==> src/rtl/cache_bus_pkg.sv <==
// Shared types for the lv1<->lv2 bus arbiter: FSM state encoding and core id limits.
package cache_bus_pkg;

  localparam int NUM_CORES_MAX = 8;

  typedef logic [$clog2(NUM_CORES_MAX)-1:0] core_id_t;

  typedef enum logic [1:0] {
    ARB_IDLE,
    ARB_PROC,
    ARB_PROC_SNP
  } arb_state_e;

endpackage

==> src/rtl/rr_arbiter.sv <==
// Combinational round-robin pick: first requester at or after ptr, wrapping.
module rr_arbiter
  import cache_bus_pkg::*;
#(
  parameter int N      = 4,
  parameter int ID_WID = 2
) (
  input  logic [N-1:0]      req,
  input  logic [ID_WID-1:0] ptr,
  output logic [N-1:0]      gnt,
  output logic [ID_WID-1:0] id,
  output logic              vld
);

  always_comb begin
    gnt = '0;
    id  = '0;
    vld = 1'b0;
    for (int i = 0; i < N; i++) begin
      if (!vld && req[(int'(ptr) + i) % N]) begin
        vld = 1'b1;
        gnt[(int'(ptr) + i) % N] = 1'b1;
        id  = ID_WID'((int'(ptr) + i) % N);
      end
    end
  end

endmodule

==> src/rtl/lv1_lv2_bus_arbiter_mc.sv <==
// N-core lv1<->lv2 bus arbiter: round-robin proc grant, nested snoop write-back grant,
// invalidation ack collection, shared-line OR and a sticky hold-timeout monitor.
module lv1_lv2_bus_arbiter_mc
  import cache_bus_pkg::*;
#(
  parameter int NUM_CORES   = 4,
  parameter int CORE_ID_WID = 2,
  parameter int MAX_HOLD    = 255,
  parameter int HOLD_WID    = 8
) (
  input  logic                   clk,
  input  logic                   rst_n,
  input  logic [NUM_CORES-1:0]   bus_lv1_lv2_req_proc,
  output logic [NUM_CORES-1:0]   bus_lv1_lv2_gnt_proc,
  input  logic [NUM_CORES-1:0]   bus_lv1_lv2_req_snoop,
  output logic [NUM_CORES-1:0]   bus_lv1_lv2_gnt_snoop,
  output logic [CORE_ID_WID-1:0] owner_id,
  output logic                   owner_vld,
  input  logic                   invalidate,
  input  logic [NUM_CORES-1:0]   invalidation_done,
  output logic                   all_invalidation_done,
  input  logic [NUM_CORES-1:0]   shared_local,
  output logic                   shared,
  output logic                   hold_timeout
);

  arb_state_e             state_reg, state_next;
  logic [NUM_CORES-1:0]   gnt_proc_reg, gnt_proc_next;
  logic [NUM_CORES-1:0]   gnt_snoop_reg, gnt_snoop_next;
  logic [CORE_ID_WID-1:0] owner_reg, owner_next;
  logic [CORE_ID_WID-1:0] snp_id_reg, snp_id_next;
  logic [CORE_ID_WID-1:0] rr_proc_ptr_reg, rr_proc_ptr_next;
  logic [CORE_ID_WID-1:0] rr_snp_ptr_reg, rr_snp_ptr_next;
  logic [NUM_CORES-1:0]   ack_vec_reg, ack_vec_next;
  logic                   all_inv_reg, all_inv_next;
  logic [HOLD_WID-1:0]    hold_cnt_reg, hold_cnt_next;
  logic                   timeout_reg, timeout_next;
  logic                   owner_keep;

  logic [NUM_CORES-1:0]   pw_gnt, sw_gnt;
  logic [CORE_ID_WID-1:0] pw_id, sw_id;
  logic                   pw_vld, sw_vld;

  function automatic logic [CORE_ID_WID-1:0] next_id(input logic [CORE_ID_WID-1:0] cur);
    return (cur == CORE_ID_WID'(NUM_CORES - 1)) ? '0 : cur + 1'b1;
  endfunction

  rr_arbiter #(.N(NUM_CORES), .ID_WID(CORE_ID_WID)) u_proc_arb (
    .req (bus_lv1_lv2_req_proc),
    .ptr (rr_proc_ptr_reg),
    .gnt (pw_gnt),
    .id  (pw_id),
    .vld (pw_vld)
  );

  // The owner can never be granted a snoop against its own transaction.
  rr_arbiter #(.N(NUM_CORES), .ID_WID(CORE_ID_WID)) u_snoop_arb (
    .req (bus_lv1_lv2_req_snoop & ~gnt_proc_reg),
    .ptr (rr_snp_ptr_reg),
    .gnt (sw_gnt),
    .id  (sw_id),
    .vld (sw_vld)
  );

  always_comb begin
    state_next       = state_reg;
    gnt_proc_next    = gnt_proc_reg;
    gnt_snoop_next   = gnt_snoop_reg;
    owner_next       = owner_reg;
    snp_id_next      = snp_id_reg;
    rr_proc_ptr_next = rr_proc_ptr_reg;
    rr_snp_ptr_next  = rr_snp_ptr_reg;
    owner_keep       = (|gnt_proc_reg) && bus_lv1_lv2_req_proc[owner_reg];

    case (state_reg)
      ARB_IDLE: begin
        gnt_snoop_next = '0;
        if (pw_vld) begin
          state_next    = ARB_PROC;
          gnt_proc_next = pw_gnt;
          owner_next    = pw_id;
        end
      end
      ARB_PROC: begin
        if (!bus_lv1_lv2_req_proc[owner_reg]) begin
          state_next       = ARB_IDLE;
          gnt_proc_next    = '0;
          rr_proc_ptr_next = next_id(owner_reg);
        end else if (sw_vld) begin
          state_next     = ARB_PROC_SNP;
          gnt_snoop_next = sw_gnt;
          snp_id_next    = sw_id;
        end
      end
      ARB_PROC_SNP: begin
        // Owner may leave mid-snoop; proc re-arbitration waits for the snoop to finish.
        if ((|gnt_proc_reg) && !bus_lv1_lv2_req_proc[owner_reg]) begin
          gnt_proc_next    = '0;
          rr_proc_ptr_next = next_id(owner_reg);
        end
        if (!bus_lv1_lv2_req_snoop[snp_id_reg]) begin
          gnt_snoop_next  = '0;
          rr_snp_ptr_next = next_id(snp_id_reg);
          state_next      = owner_keep ? ARB_PROC : ARB_IDLE;
        end
      end
      default: begin
        state_next     = ARB_IDLE;
        gnt_proc_next  = '0;
        gnt_snoop_next = '0;
      end
    endcase
  end

  always_comb begin
    ack_vec_next = '0;
    if (invalidate && (|gnt_proc_reg) && (|gnt_proc_next))
      ack_vec_next = ack_vec_reg | invalidation_done | gnt_proc_reg;
    all_inv_next = invalidate && (|gnt_proc_next) && (&ack_vec_reg);
  end

  always_comb begin
    hold_cnt_next = '0;
    timeout_next  = timeout_reg;
    if (state_reg != ARB_IDLE) begin
      hold_cnt_next = (hold_cnt_reg == HOLD_WID'(MAX_HOLD)) ? hold_cnt_reg : hold_cnt_reg + 1'b1;
      if (hold_cnt_next == HOLD_WID'(MAX_HOLD))
        timeout_next = 1'b1;
    end
  end

  always_ff @(posedge clk) begin
    if (!rst_n) begin
      state_reg       <= ARB_IDLE;
      gnt_proc_reg    <= '0;
      gnt_snoop_reg   <= '0;
      owner_reg       <= '0;
      snp_id_reg      <= '0;
      rr_proc_ptr_reg <= '0;
      rr_snp_ptr_reg  <= '0;
      ack_vec_reg     <= '0;
      all_inv_reg     <= 1'b0;
      hold_cnt_reg    <= '0;
      timeout_reg     <= 1'b0;
    end else begin
      state_reg       <= state_next;
      gnt_proc_reg    <= gnt_proc_next;
      gnt_snoop_reg   <= gnt_snoop_next;
      owner_reg       <= owner_next;
      snp_id_reg      <= snp_id_next;
      rr_proc_ptr_reg <= rr_proc_ptr_next;
      rr_snp_ptr_reg  <= rr_snp_ptr_next;
      ack_vec_reg     <= ack_vec_next;
      all_inv_reg     <= all_inv_next;
      hold_cnt_reg    <= hold_cnt_next;
      timeout_reg     <= timeout_next;
    end
  end

  assign bus_lv1_lv2_gnt_proc  = gnt_proc_reg;
  assign bus_lv1_lv2_gnt_snoop = gnt_snoop_reg;
  assign owner_id              = owner_reg;
  assign owner_vld             = |gnt_proc_reg;
  assign all_invalidation_done = all_inv_reg;
  assign shared                = |(shared_local & ~gnt_proc_reg);
  assign hold_timeout          = timeout_reg;

endmodule

==> config.mk <==
export PLATFORM = sky130hd
export DESIGN_NAME = lv1_lv2_bus_arbiter_mc
export DESIGN_NICKNAME = d
export VERILOG_FILES = /design/src/rtl/cache_bus_pkg.sv /design/src/rtl/rr_arbiter.sv /design/src/rtl/lv1_lv2_bus_arbiter_mc.sv
export SDC_FILE = /design/constraint.sdc
export NUM_CORES = 1
export LEC_CHECK = 0
export BUFFER_PORTS_ARGS = -buffer_cell sky130_fd_sc_hd__buf_4
export CORE_UTILIZATION = 40
export DETAILED_ROUTE_END_ITERATION = 16
export PLACE_DENSITY = 0.59
export SLEW_MARGIN = 5
export SYNTH_ARGS = -nofsm -noshare
export SYNTH_HDL_FRONTEND = slang
export SYNTH_SLANG_ARGS = --single-unit
==> constraint.sdc <==
create_clock -name clk -period 5.1 [get_ports clk]
set_input_delay 0.51 -clock clk [delete_from_list [all_inputs] [get_ports clk]]
set_output_delay 0.51 -clock clk [all_outputs]
set_load 0.01 [all_outputs]
==> results of run 1 <==
==> power breakdown <==
part           internal, mW  leakage, nW  switching (mW)
registers             0.272        0.260          0.0425
clock network         0.145       0.0552          0.0947
logic                 0.153        0.827           0.176
total                 0.569         1.14           0.314
==> synthesized netlist by cell type, types with 3 or more instances <==
master / instances
a221oi_1: 4
and2_1: 6
mux2i_1: 9
and3_1: 10
buf_6: 3
nand3_1: 8
nor2b_1: 12
nor3b_1: 3
o2111ai_1: 3
dfxtp_1: 32
o311ai_0: 4
ha_1: 18
o211ai_1: 3
nand2b_1: 11
mux4_2: 4
clkbuf_1: 4
a211oi_1: 3
a21oi_1: 12
o21ai_0: 10
nand4_1: 3
o2bb2ai_1: 5
a22o_1: 6
nand2_1: 15
o22ai_1: 4
nor2_1: 21
inv_1: 10
buf_2: 3
a2111oi_0: 3
o221ai_1: 3
a21boi_0: 3
==> per-layer routing <==
metal | wire length, microns | vias up
li1 | - | 1136
met1 | 2780 | 1035
met2 | 2660 | 65
met3 | 332 | 8
met4 | 63 | 0
met5 | 0 | -
==> cell families after synthesis <==
family | after synthesis | share of synthesized area
xor gates and xnor gates | 3 | 0.0103
adders and majority gates | 18 | 0.0885
and+or+nand+nor | 105 | 0.236
DFF | 32 | 0.252
buffers and inverters | 22 | 0.0442
AOI/OAI and AO/OA | 81 | 0.246
muxes | 20 | 0.124
==> cell type report <==
cell class,count,area [sq um]
clock buffer,6,72.6
clock inverter,2,35.0
fill,593,3110
inverter,11,41.3
multi-input combinational,227,1790
sequential,32,641
tap,75,93.8
timing repair buffer,32,240
==> worst min-delay path, stage by stage, from the launching register on <==
cell,delay (ns)
dfxtp_1,0.31
nand4_1,0.06
nor3b_1,0.04
==> worst max-delay path by stage <==
stage | endpoint | start | depth (start not counted) | slack [ns]
detailed placement | ack_vec_reg[3] | rr_proc_ptr_reg[0] | 8 | 1.62
global route | ack_vec_reg[3] | rr_proc_ptr_reg[0] | 8 | 1.35
finish | ack_vec_reg[3] | rr_proc_ptr_reg[0] | 8 | 1.59
CTS | ack_vec_reg[3] | rr_proc_ptr_reg[0] | 8 | 1.62
floorplan | all_invalidation_done | rr_proc_ptr_reg[0] | 10 | 2.39
global placement | ack_vec_reg[0] | rr_proc_ptr_reg[0] | 8 | 1.65
==> metrics by stage <==
step                      cell area (sq um)  std cells   util  hold WS [ns]  total power [mW]
after CTS                              2920        385  0.484         0.463             0.886
after floorplan                        2550        281      -         0.432             0.561
after detailed placement               2810        377  0.466         0.452             0.646
after global placement                 2810        377  0.466         0.451             0.646
after global routing                   2920        385  0.484         0.486             0.938
final                                  2920        385  0.484         0.459             0.883
==> results.md, run 1 <==
- Busiest metal layer after global routing: met2
- Largest register FFs: 8
- Largest net degree at the start of global routing: 20
- Reg-to-Reg End: ack_vec_reg[3]
- CP top delay family: flip-flops
- CP Buf/Inv Count: 1
- Final setup vio count: 0
- First-pass iteration count of the detailed router: 4
- Number of H-tree levels: 2
- Hold wc startpoint: ack_vec_reg[2]
- Final Max Slew Viols: 0
- Residual DRC: 0
- Final HPWL DP: 4290 microns
- CP Capture Type: flip-flop
- Hold_buf cts: 0
- Synthesized area per cell: 9.06 sq um
- Max cap viols: 0
- RSZ-0062 raised after global routing: false
- Yosys reg bits: 32
- Crit-path cells: inv_1, ha_1, mux2_4, and3_1, a2111oi_0, o221ai_1, nor4_4, nor2_1
- Yosys top cell by area: dfxtp_1
- Clock slew at the register clock pins of the worst setup and hold paths: 0.07 ns
- Hold EP: all_invalidation_done
- Outcome: finished, final reports clean
- Cts repair resizes: 0
- Yosys warns: 0
- Ports: 33
- Post-synthesis sequential area ratio: 0.252
- Area of the core: 6030 sq um
- Lkg Pwr: 1.14 nW
- DRT Wirelength: 5830 microns
- Tightest Hold Check Type: reg -> reg
- Share of the synthesized area in the top cell type: 0.252
- Vias per inst: 5.83
- Worst setup path category: reg -> reg
- Initial Util: 0.423
- IO Port Bufs: 32
- # diodes: 0
- CTS Buf Count: 5
- Avg WL per Cell: 15.2 microns
- Drt initial violations: 102
- Internal reg-to-reg setup slack: 1.59 ns
- Global route total overflow: 0
- Setup TNS: 0 ns
- Startpoint Class: flip-flop
- Met3 Use GR: 0.0267
- Power Density: 303 nW/um^2
- Clock Path Buffers: 2
- CTS tree: done
- Period utilisation layout: 0.689
- Dpl ws: 1.62 ns
- Met1 global-route usage: 0.257
- # nets final: 346
- Worst reg2reg path startpoint: rr_proc_ptr_reg[0]
- Layout cell share with drive strength beyond 1: 0.190
- GR Util All Layers: 0.182
- Post-synthesis cell area: 2550 sq um
- P&R area growth vs syn: 14.5%
- CTS root buffer: clkbuf_8
- # clock sinks: 32
- Data required, critical path: 5.27 ns
- Synth cell types: 68
- Clock Skew: 0.00313 ns
- R2r worst-path depth: 8
- Vias: 2244
- First-pass GRT wire length: 9450 microns
- Row Count: 28
- Post-DRT Antenna Nets: 0
- Initial antenna violation count: 0
- RePlAce Congestion: 0.805
- Max-slew headroom: 0.500
- Post-CTS setup buffer count: 0
- Mapped Nets: 318
- Number of global-route vias before repair: 1969
- Number of flops mapped to enable cells by yosys: 0
- Commonest cells after routing, fill and taps aside: dfxtp_1 (32), buf_4 (32), nor2_1 (21)
- Asr flop ratio synth: 0
- FMAX: 0.285 GHz
- Die height: 81.8 microns
- Critical path fanouts, max: 18
- Post-synth top flop: dfxtp_1
- CP max-delay cell: dfxtp_1
- Post-synthesis cell count: 281
- Slew @ Worst Pin: 0.749 ns
- Main area contributors after synthesis: dfxtp_1 (25%), ha_1 (8.8%), mux2i_1 (3.5%)
- Worst setup margin: 1.59 ns
- Chip width: 81.8 microns
- Met2 Usage GRT: 0.282
- Fin. Hold Viols: 0
- Die Footprint: 6690 sq um
- Hold depth: 2
- Clock latency on the worst-skew pair: 0.29 ns
- CP arrival: 3.68 ns
- Min cycle time layout: 3.51 ns
- CP peak stage delay: 0.81 ns
- Peak supply drop: 162 uV
(Power assumes the default switching activity.)
==> inputs of run 2 (changes only) <==
- ABC_AREA: not set -> 1
- PLACE_DENSITY: 0.59 -> 0.61
- clock period: 5.1 -> 3.2 ns (I/O delays scaled with it)
==> run 2 against run 1 <==
- area after synthesis down 7.1%
- design area shrank 4.0%
- wire length down 5.4%
- synthesized cell count is 24% higher
- sequential share of layout area grew 0.91 points
- non-clock buffer count stayed put
- clock skew increased by 0.0024 ns
- register-to-register slack got worse by 0.79 ns
- largest cell class unchanged
==> results.md, run 2 <==
- Post-CTS setup buffer count: 0 (unchanged)
- Initial Util: 0.422 (was 0.423)
- Clock slew at the register clock pins of the worst setup and hold paths: 0.07 ns (about the same)
- Avg WL per Cell: 12.0 microns (was 15.2 microns)
- Main area contributors after synthesis: dfxtp_1 (27%), nand2_1 (13%), ha_1 (9.5%) (was dfxtp_1 (25%), ha_1 (8.8%), mux2i_1 (3.5%))
- Synthesized area per cell: 6.78 sq um (was 9.06 sq um)
- Die height: 78.9 microns (was 81.8 microns)
- Vias per inst: 5.01 (was 5.83)
- CTS root buffer: clkbuf_8 (unchanged)
- Hold_buf cts: 0 (unchanged)
- RePlAce Congestion: 0.887 (was 0.805)
- Max cap viols: 0 (unchanged)
- Post-DRT Antenna Nets: 0 (unchanged)
- Met3 Use GR: 0.0299 (was 0.0267)
- Clock latency on the worst-skew pair: 0.28 ns (was 0.29 ns)
- CTS Buf Count: 5 (unchanged)
- Post-layout util: 0.499 (was 0.484)
- Yosys warns: 0 (unchanged)
- Ports: 33 (unchanged)
- Most common cell after layout, fill and taps aside: nand2_1
- Met1 global-route usage: 0.251 (was 0.257)
- Row Count: 27 (was 28)
- Power Total: 2.36 mW (was 0.883 mW)
- Data required, critical path: 3.38 ns (was 5.27 ns)
- Sequential share of power: 0.256 (was 0.356)
- Largest net degree at the start of global routing: 14 (was 20)
- Yosys reg bits: 32 (unchanged)
- Layout cell share with drive strength beyond 1: 0.212 (was 0.190)
- Area of the core: 5610 sq um (was 6030 sq um)
- Busiest metal layer after global routing: met2 (unchanged)
- Commonest cells after routing, fill and taps aside: nand2_1 (85), inv_1 (35), dfxtp_1 (32), buf_4 (32), a21oi_1 (30) (was dfxtp_1 (32), buf_4 (32), nor2_1 (21))
- Period utilisation layout: 0.749 (was 0.689)
- CP arrival: 2.57 ns (was 3.68 ns)
- # nets final: 423 (was 346)
- Share of the synthesized area in the top cell type: 0.271 (was 0.252)
- Outcome: finished, final reports clean (unchanged)
- Synth cell types: 35 (was 68)
- # diodes: 0 (unchanged)
- Most frequent cell after synthesis: nand2_1 (was dfxtp_1)
- Slew @ Worst Pin: 0.694 ns (was 0.749 ns)
- IO Port Bufs: 32 (unchanged)
- RSZ-0062 raised after global routing: false (unchanged)
- Final setup vio count: 0 (unchanged)
- Met2 Usage GRT: 0.292 (was 0.282)
- Worst setup path category: reg -> reg (unchanged)
- Final HPWL DP: 4330 microns (was 4290 microns)
- Post-synthesis cell area: 2370 sq um (was 2550 sq um)
- Min cycle time layout: 2.40 ns (was 3.51 ns)
- Pint: 1.20 mW (was 0.569 mW)
- Drt initial violations: 118 (was 102)
- Max-slew headroom: 0.533 (was 0.500)
- FMAX: 0.417 GHz (was 0.285 GHz)
- Peak supply drop: 390 uV (was 162 uV)
- Number of flops mapped to enable cells by yosys: 0 (unchanged)
- Chip width: 78.9 microns (was 81.8 microns)
- CTS tree: done (unchanged)
- Asr flop ratio synth: 0 (unchanged)
- # clock sinks: 32 (unchanged)
- Fin. Hold Viols: 0 (unchanged)
- Non-filler cells, final: 459 (was 385)
- Tightest Hold Check Type: in -> reg (was reg -> reg)
- Top post-synthesis cells by count: nand2_1 (85), inv_1 (35), dfxtp_1 (32), a21oi_1 (30), nor2_1 (28) (was dfxtp_1 (32), nor2_1 (21), ha_1 (18), nand2_1 (15))
- Clock Path Buffers: 2 (unchanged)
- P_sw: 1.17 mW (was 0.314 mW)
- Clock share of power: 0.165 (was 0.271)
- Startpoint Class: flip-flop (unchanged)
- First-pass GRT wire length: 9020 microns (was 9450 microns)
- P&R area growth vs syn: 18.4% (was 14.5%)
- Largest register FFs: 8 (unchanged)
- Post-synthesis cell count: 349 (was 281)
- Setup TNS: 0 ns (unchanged)
- Residual DRC: 0 (unchanged)
- Post-synth top flop: dfxtp_1 (unchanged)
- Clock Skew: 0.00551 ns (was 0.00313 ns)
- Mapped Nets: 386 (was 318)
- Final Max Slew Viols: 0 (unchanged)
- Yosys top cell by area: dfxtp_1 (unchanged)
- Number of H-tree levels: 2 (unchanged)
- GR Util All Layers: 0.183 (was 0.182)
- Power Density: 844 nW/um^2 (was 303 nW/um^2)
- Die Footprint: 6230 sq um (was 6690 sq um)
- Vias: 2298 (was 2244)
- Global route total overflow: 0 (unchanged)
- First-pass iteration count of the detailed router: 4 (unchanged)
- Comb power frac: 0.579 (was 0.373)
- Cts repair resizes: 0 (unchanged)
- Critical path fanouts, max: 11 (was 18)
- Number of global-route vias before repair: 1968 (was 1969)
- Lkg Pwr: 1.32 nW (was 1.14 nW)
- DRT Wirelength: 5520 microns (was 5830 microns)
- Post-synthesis sequential area ratio: 0.271 (was 0.252)
- Placed cells: 451 (was 377)
- CP Capture Type: flip-flop (unchanged)
- Initial antenna violation count: 0 (unchanged)
- Sw frac: 0.494 (was 0.355)
run 2: cell count changes after synthesis, sizes merged, moves of 7 or more:
cell / delta
nand2: +87
inv: +32
nand3: +26
a21oi: +18
nor2: +14
nor2b: -12
mux2i: -11
nand2b: -11
and3: -9
buf: -7
run 2: worst max-delay path, cell delays in order, from the launching register on:
cell and delay (ns):
dfxtp_1 0.51, inv_2 0.19, ha_1 0.39, inv_1 0.14
nand3_2 0.11, nand2_4 0.09, nand3_4 0.09, nor2_4 0.11
nand2_1 0.07, nand2_2 0.09, inv_4 0.06, nand2_1 0.08
nand2_1 0.05, nor2_1 0.09, nand2_1 0.08, nand3_2 0.10
nor2_1 0.05
run 2: path summary, 6_finish.rpt:
path / slack, ns / depth (start not counted) / start / endpoint
hold / removal: 0.27 / 3 / invalidation_done[0] / ack_vec_reg[0]
setup / recovery: 0.80 / 16 / rr_proc_ptr_reg[0] / ack_vec_reg[2]
hold reg to reg: 0.45 / 2 / hold_timeout / hold_timeout
setup reg to reg: 0.80 / 16 / rr_proc_ptr_reg[0] / ack_vec_reg[2]
run 2: stage by stage:
stage               hold slack (ns)  setup slack, ns  area (sq um)
finish                        0.265            0.803          2800
global route                  0.276            0.540          2800
floorplan                     0.453             1.03          2370
CTS                           0.261            0.787          2800
global placement              0.447            0.905          2690
detailed placement            0.446            0.799          2690
run 2: area by class of cell:
class,count,area (sq um)
Timing Repair Buffer,32,240
Tap cell,72,90.1
Clock buffer,5,68.8
Multi-Input combinational cell,272,1550
Fill cell,571,2810
Inverter,43,166
Clock inverter,3,42.5
Sequential cell,32,641
run 2: power groups by stage:
stage                     combinational, mW  sequential, mW  clock (mW)
after detailed placement               1.35           0.615           0
after floorplan                        1.01           0.597           0
after CTS                              1.36           0.606       0.400
final                                  1.37           0.605       0.390
after global placement                 1.35           0.611           0
after global routing                   1.53           0.621       0.423
run 2: cell families after synthesis:
| group | Yosys count | share of synthesized area |
|---|---|---|
| flops | 32 | 0.271 |
| fa+ha+maj | 18 | 0.0952 |
| compound gates | 60 | 0.143 |
| xor+xnor | 4 | 0.0148 |
| simple gates | 190 | 0.403 |
| buf+inv | 45 | 0.0735 |
run 2: per-layer routing:
layer	wire length, microns	share of wire
met1	2860	0.52
met3	188	0.034
met2	2410	0.44
met5	0	0
met4	59	0.011
